[src/rtl/pipe_pkg.sv]
// Shared definitions for the pipe_stage_reg skid-buffered pipeline register:
// occupancy state encoding and default parameter widths.
package pipe_pkg;

    localparam int DATA_W_DEF = 96;
    localparam int ADDR_W_DEF = 32;
    localparam int CNT_W_DEF  = 32;

    // Number of payload words currently held by the stage.
    typedef enum logic [1:0] {
        EMPTY = 2'd0,
        ONE   = 2'd1,
        TWO   = 2'd2
    } state_t;

endpackage

[src/rtl/sat_counter.sv]
// Saturating up-counter used for the pipe_stage_reg statistics;
// sticks at all-ones instead of wrapping.
module sat_counter #(
    parameter int WIDTH = 32
) (
    input  logic             clk,
    input  logic             resetn,
    input  logic             inc,
    output logic [WIDTH-1:0] count
);

    always_ff @(posedge clk or negedge resetn) begin
        if (!resetn) begin
            count <= '0;
        end else if (inc && !(&count)) begin
            count <= count + 1'b1;
        end
    end

endmodule

[src/rtl/pipe_stage_reg.sv]
// Two-entry skid-buffered pipeline register with flush/redirect and optional
// statistics counters (enabled by defining PIPE_STAGE_REG_STATS_EN).
module pipe_stage_reg
    import pipe_pkg::*;
#(
    parameter int DATA_W = DATA_W_DEF,
    parameter int ADDR_W = ADDR_W_DEF,
    parameter int CNT_W  = CNT_W_DEF
) (
    input  logic              clk,
    input  logic              resetn,
    input  logic              in_valid,
    output logic              in_ready,
    input  logic [DATA_W-1:0] in_data,
    output logic              out_valid,
    input  logic              out_ready,
    output logic [DATA_W-1:0] out_data,
    input  logic              flush,
    input  logic [ADDR_W-1:0] redir_addr_in,
    output logic              redir_out,
    output logic [ADDR_W-1:0] redir_addr_out,
    output logic [CNT_W-1:0]  stall_cnt,
    output logic [CNT_W-1:0]  flush_cnt
);

    state_t            state;
    state_t            state_nxt;
    logic [DATA_W-1:0] main_q;
    logic [DATA_W-1:0] skid_q;
    logic              in_hs;
    logic              out_hs;
    logic              load_main_in;
    logic              load_main_skid;
    logic              load_skid;

    // in_ready is a pure decode of the state flop, so no combinational
    // path exists from out_ready back to the upstream stage.
    assign out_valid = (state != EMPTY);
    assign in_ready  = (state != TWO);
    assign out_data  = main_q;

    assign in_hs  = in_valid & in_ready;
    assign out_hs = out_valid & out_ready;

    // NOTE: every output of this block gets a default first, so no path leaves
    // a signal unassigned and no latch is inferred.
    always_comb begin
        state_nxt      = state;
        load_main_in   = 1'b0;
        load_main_skid = 1'b0;
        load_skid      = 1'b0;
        if (flush) begin
            state_nxt = EMPTY;
        end else begin
            case (state)
                EMPTY: begin
                    if (in_hs) begin
                        state_nxt    = ONE;
                        load_main_in = 1'b1;
                    end
                end
                ONE: begin
                    if (in_hs && !out_hs) begin
                        state_nxt = TWO;
                        load_skid = 1'b1;
                    end else if (in_hs && out_hs) begin
                        load_main_in = 1'b1;
                    end else if (out_hs) begin
                        state_nxt = EMPTY;
                    end
                end
                TWO: begin
                    if (out_hs) begin
                        state_nxt      = ONE;
                        load_main_skid = 1'b1;
                    end
                end
                default: state_nxt = EMPTY;
            endcase
        end
    end

    // NOTE: sequential state uses non-blocking assignments only, so every flop
    // samples values from before the edge regardless of statement order.
    always_ff @(posedge clk or negedge resetn) begin
        if (!resetn) begin
            state <= EMPTY;
        end else begin
            state <= state_nxt;
        end
    end

    // NOTE: the payload registers are reset as well, so a reset leaves no stale
    // word visible on out_data.
    always_ff @(posedge clk or negedge resetn) begin
        if (!resetn) begin
            main_q <= '0;
            skid_q <= '0;
        end else begin
            if (load_main_in) begin
                main_q <= in_data;
            end else if (load_main_skid) begin
                main_q <= skid_q;
            end
            if (load_skid) begin
                skid_q <= in_data;
            end
        end
    end

    always_ff @(posedge clk or negedge resetn) begin
        if (!resetn) begin
            redir_out      <= 1'b0;
            redir_addr_out <= '0;
        end else begin
            redir_out <= flush;
            if (flush) begin
                redir_addr_out <= redir_addr_in;
            end
        end
    end

`ifdef PIPE_STAGE_REG_STATS_EN
    sat_counter #(.WIDTH(CNT_W)) u_stall_cnt (
        .clk    (clk),
        .resetn (resetn),
        .inc    (out_valid & ~out_ready),
        .count  (stall_cnt)
    );

    sat_counter #(.WIDTH(CNT_W)) u_flush_cnt (
        .clk    (clk),
        .resetn (resetn),
        .inc    (flush),
        .count  (flush_cnt)
    );
`else
    assign stall_cnt = '0;
    assign flush_cnt = '0;
`endif

endmodule

[config.mk]
export PLATFORM = sky130hd
export DESIGN_NAME = pipe_stage_reg
export DESIGN_NICKNAME = d
export VERILOG_FILES = /design/src/rtl/pipe_pkg.sv /design/src/rtl/sat_counter.sv /design/src/rtl/pipe_stage_reg.sv
export SDC_FILE = /design/constraint.sdc
export NUM_CORES = 1
export LEC_CHECK = 0
export ABC_CLOCK_PERIOD_IN_PS = 2100
export BUFFER_PORTS_ARGS = -buffer_cell sky130_fd_sc_hd__buf_4
export CORE_UTILIZATION = 50
export CTS_CLUSTER_DIAMETER = 50
export DETAILED_ROUTE_END_ITERATION = 6
export PLACE_DENSITY = 0.88
export SYNTH_ARGS = -nofsm -noshare
export SYNTH_HDL_FRONTEND = slang
export SYNTH_HIERARCHICAL = 1
export SYNTH_SLANG_ARGS = --single-unit
[constraint.sdc]
create_clock -name clk -period 2.1 [get_ports clk]
set_clock_uncertainty 0.2 [all_clocks]
set_input_delay 0.42 -clock clk [delete_from_list [all_inputs] [get_ports clk]]
set_output_delay 0.42 -clock clk [all_outputs]
set_load 0.1 [all_outputs]
# Word-level counts from Yosys, hierarchy flattened
# Index checks and enable logic that the tools add are counted.
# Widths: inputs -> output; s select.
# classes
n_eq_ne,7
n_mux,20
bitwise_logic,2
n_reduce_logical,7
# ops
cell,count
$mux 96,2
$mux 2,6
$mux 1,10
$ne 4x4->1 const B,2
$ne 3x3->1 const B,2
$pmux 2 s3,1
$reduce_and 4->1,1
$reduce_bool 2->1,2
$and 1x1->1,2
$eq 2x1->1 const B,1
$eq 2x2->1 const B,1
$logic_and 1x1->1,2
$logic_not 2->1,1
$ne 2x2->1 const B,1
$pmux 1 s2,1
$logic_not 1->1,1
# word_totals
register_bits,227
in_bits,133

# Longest topological paths before layout
# depth
ltp_word,8
mapped_depth,7

# Worst setup path before layout
# Ideal clock, no wire load.
# synth_timing
path_type,input-to-reg
startpoint,input flush
endpoint,register main_q[29] (netlist: out_data[29])
setup_time_ns,0.127
arrival_time_ns,1.612
required_ns,1.773
slack_ns,0.161
path_stages,7
n_path_buf,4
path_cell_list,buf_2 nor4bb_1 buf_4 a31oi_4 buf_6 buf_6 a221o_1
# synth_between
elab_chain_cells,2
# synth_lines
element,line_no,text
"start, declared",pipe_stage_reg.sv:18,"input logic flush,"
$mux 1,pipe_stage_reg.sv:52,if (flush) begin
$mux 96 or $reduce_bool 2->1 (tied branches),--,
"end signal, assigned",pipe_stage_reg.sv:101,main_q <= in_data;
"end signal, assigned",pipe_stage_reg.sv:103,main_q <= skid_q;
"end, declared",pipe_stage_reg.sv:28,logic [DATA_W-1:0] main_q;
# Several ways; a longest one is shown, not always the timed one.
# A chain may end at the register's enable or synchronous reset.

# Final worst setup path
# layout_timing
startpoint,register state[0]
endpoint,output out_valid
# layout_between
elab_chain_cells,1
# layout_lines
element,line_no,text
"start, declared",pipe_stage_reg.sv:26,state_t state;
"start signal, assigned",pipe_stage_reg.sv:89,state <= state_nxt;
$reduce_bool 2->1,pipe_stage_reg.sv:38,assign out_valid = (state != EMPTY);
"end, declared",pipe_stage_reg.sv:15,"output logic out_valid,"
# Every way passes these cells.

==> results.ini <==
[status]
outcome = finished, final reports clean

[yosys]
yosys_register_bits = 227
ys_top_cells_by_count = 227 x dfrtp_1, 128 x mux2_2, 96 x a221o_1, 96 x and2_1, 65 x buf_4
synth.distinct_cells = 24
synth_ff_type = dfrtp_1
synth_edf_count = 0
ys_seq_area_frac = 0.596
yosysMostFrequentCell = dfrtp_1
syn_avg_cell_area_um2 = 14.1
synth_top_area_cell = dfrtp_1
synth_top_area_frac = 0.596
synth_area_leaders = dfrtp_1 60%, mux2_2 15%, a221o_1 10%
syn_area_um2 = 9530
async_reset_ff_frac = 1.00
syn_inst = 674
yosysWarnings = 6

[worst_setup_path]
cp_top_family = flip-flops
worstPathBufferInverterCount = 1
r2r_slack_ps = 80
timing.critical_path.cells = or2_2, buf_12
required_ps = 1480
worstPathMaxFanout = 4
crit_path_top_delay_cell = dfrtp_2
slowest_delay_ps = 410
worst-endpoint-arrival_ps = 1440
worstSetupPathType = reg2out
start_kind = flop
worst_setup_path_end_kind = primary output

[clock_network]
cts_buffers = 26
path_clk_slew_ps = 60
clock_tree.root_cell = clkbuf_16
clock_sinks = 227
clock_path_buffers = 3
insertion_delay_ps = 520
htree_levels = 1
cts_tree = done

[timing]
period_minus_slack_ps = 2060
rsz0062_at_grt = false
setup_viol = 0
hold_viol = 0
fin_setup_tns_ps = 0
post-route-period-util = 0.983
fin_ws_ps = 36.7
maxSlewViolCount = 0
max_freq_mhz = 485

[die]
core_area_um2 = 18700
start_util = 0.509
die_h_um = 140
num_rows = 50
io_pins = 328
dieArea_um2 = 19600
die_w_um = 140

[final_layout]
final_area_um2 = 14000
stdcell_count = 1335
nets = 1213
areaGrowthSynthToFinish_pct = 47.2
drive_above_1_share = 0.434

[placement]
place_inst = 1145
place_congestion = 0.760
portBuffers = 263
place_area_um2 = 11600
hpwl_mm = 14.9
place_ws_ps = 50.4

[grt]
antenna_found_initial = 1
grtUsageTotal = 0.277
grt_pass1_wl_mm = 42.6
grt_pass1_vias = 7877
overflow = 0
grt_max_degree = 55

[route]
drt-vias-per-instance = 5.48
vias = 7311
post-route-drc-count = 0
firstDrtPassIters = 5
wirelength_mm = 27.9
drt_iter0_markers = 407
ant_nets = 0
drt-wirelength-per-cell_um = 20.9

[job]
drv_cap = 0

[power]
power.density_nw_per_um2 = 1160
peakVddDrop_v = 0.000868
leakage_uw = 0.00674

[hold_path]
hp-class = in2reg

worst register-to-register path: cells and delay by family, from the launching register on:
| kind | cells | cell delay, ps |
|---|---|---|
| AOI/OAI and AO/OA | 2 | 430 |
| buffers and inverters | 3 | 500 |
| DFF | 1 | 410 |
| and+or+nand+nor | 1 | 370 |
per-stage QoR:
| step | total power, uW | hold slack [ps] | utilization |
|---|---|---|---|
| after floorplan | 9890 | -75.6 | - |
| after global placement | 11000 | 180 | 0.622 |
| after detailed placement | 11100 | 183 | 0.622 |
| after CTS | 16100 | 3.70 | 0.743 |
| after global routing | 16700 | 56.2 | 0.750 |
| final | 16200 | 64.0 | 0.750 |
sequential cells by signal, indices dropped and copies added (netlist names):
name            flops
state               2
skid_q             96
redir_out           1
out_data           96
redir_addr_out     32
final timing paths:
| check | cells past startpoint | start | to |
|---|---|---|---|
| min in group asynchronous | 2 | resetn | out_data[41]$_DFFE_PN0P_ |
| max in group asynchronous | 3 | resetn | out_data[38]$_DFFE_PN0P_ |
| worst min register to register | 1 | skid_q[36]$_DFFE_PN0P_ | skid_q[36]$_DFFE_PN0P_ |
| worst min-delay path | 3 | out_ready | state[1]$_DFFE_PN0P_ |
| worst max register to register | 6 | state[0]$_DFFE_PN0P_ | out_data[76]$_DFFE_PN0P_ |
| worst max-delay path | 2 | state[0]$_DFFE_PN0P_ | out_valid |
layer usage:
metal	vias up	wire [um]	GRT usage
met3	87	2050	0.0615
met4	0	1080	0.120
li1	3155	-	-
met1	3688	10300	0.330
met2	381	14400	0.483
met5	-	0	0
cell type report:
type / instances / area (um2)
Clock buffer: 32 / 723
Clock inverter: 16 / 203
Tap cell: 234 / 293
Inverter: 1 / 3.75
Sequential cell: 227 / 5680
Antenna cell: 1 / 2.50
Fill cell: 1017 / 4680
Multi-Input combinational cell: 399 / 3390
Timing Repair Buffer: 425 / 3730
cell families after synthesis:
| logic type | Yosys count | share of synthesized area |
|---|---|---|
| and+or+nand+nor | 108 | 0.0711 |
| other | 1 | 0.000394 |
| muxes | 128 | 0.151 |
| DFF | 227 | 0.596 |
| buffers and inverters | 111 | 0.0763 |
| AOI/OAI and AO/OA | 99 | 0.105 |
cell usage in the layout, fill, tap and decap left out, types with 2 or more instances in the layout:
| cell | n |
|---|---|
| a221o_1 | 96 |
| and2_1 | 96 |
| buf_12 | 13 |
| buf_4 | 277 |
| bufinv_16 | 3 |
| clkbuf_16 | 28 |
| clkbuf_8 | 5 |
| clkinv_2 | 4 |
| clkinv_4 | 3 |
| clkinv_8 | 2 |
| conb_1 | 64 |
| dfrtp_1 | 226 |
| dlygate4sd3_1 | 131 |
| inv_6 | 3 |
| mux2_2 | 128 |
| nand2_1 | 2 |
report_power, final:
| part | total [uW] | internal (uW) | switching, uW |
|---|---|---|---|
| registers | 5780 | 5260 | 527 |
| clock network | 4770 | 2860 | 1910 |
| logic | 5670 | 1550 | 4110 |
| total | 16200 | 9670 | 6550 |
repair_timing:
action / in CTS / in global routing
endpoints found under the setup margin: 2 / 85
setup buffers: 2 / 5
gates resized for setup: 4 / 2
cloned: 0 / 3
hold buffers: 131 / 0
pin swaps: 0 / 1
endpoints found under the hold margin: 270 / 0
Note: power is estimated with default switching activity, not from simulation.
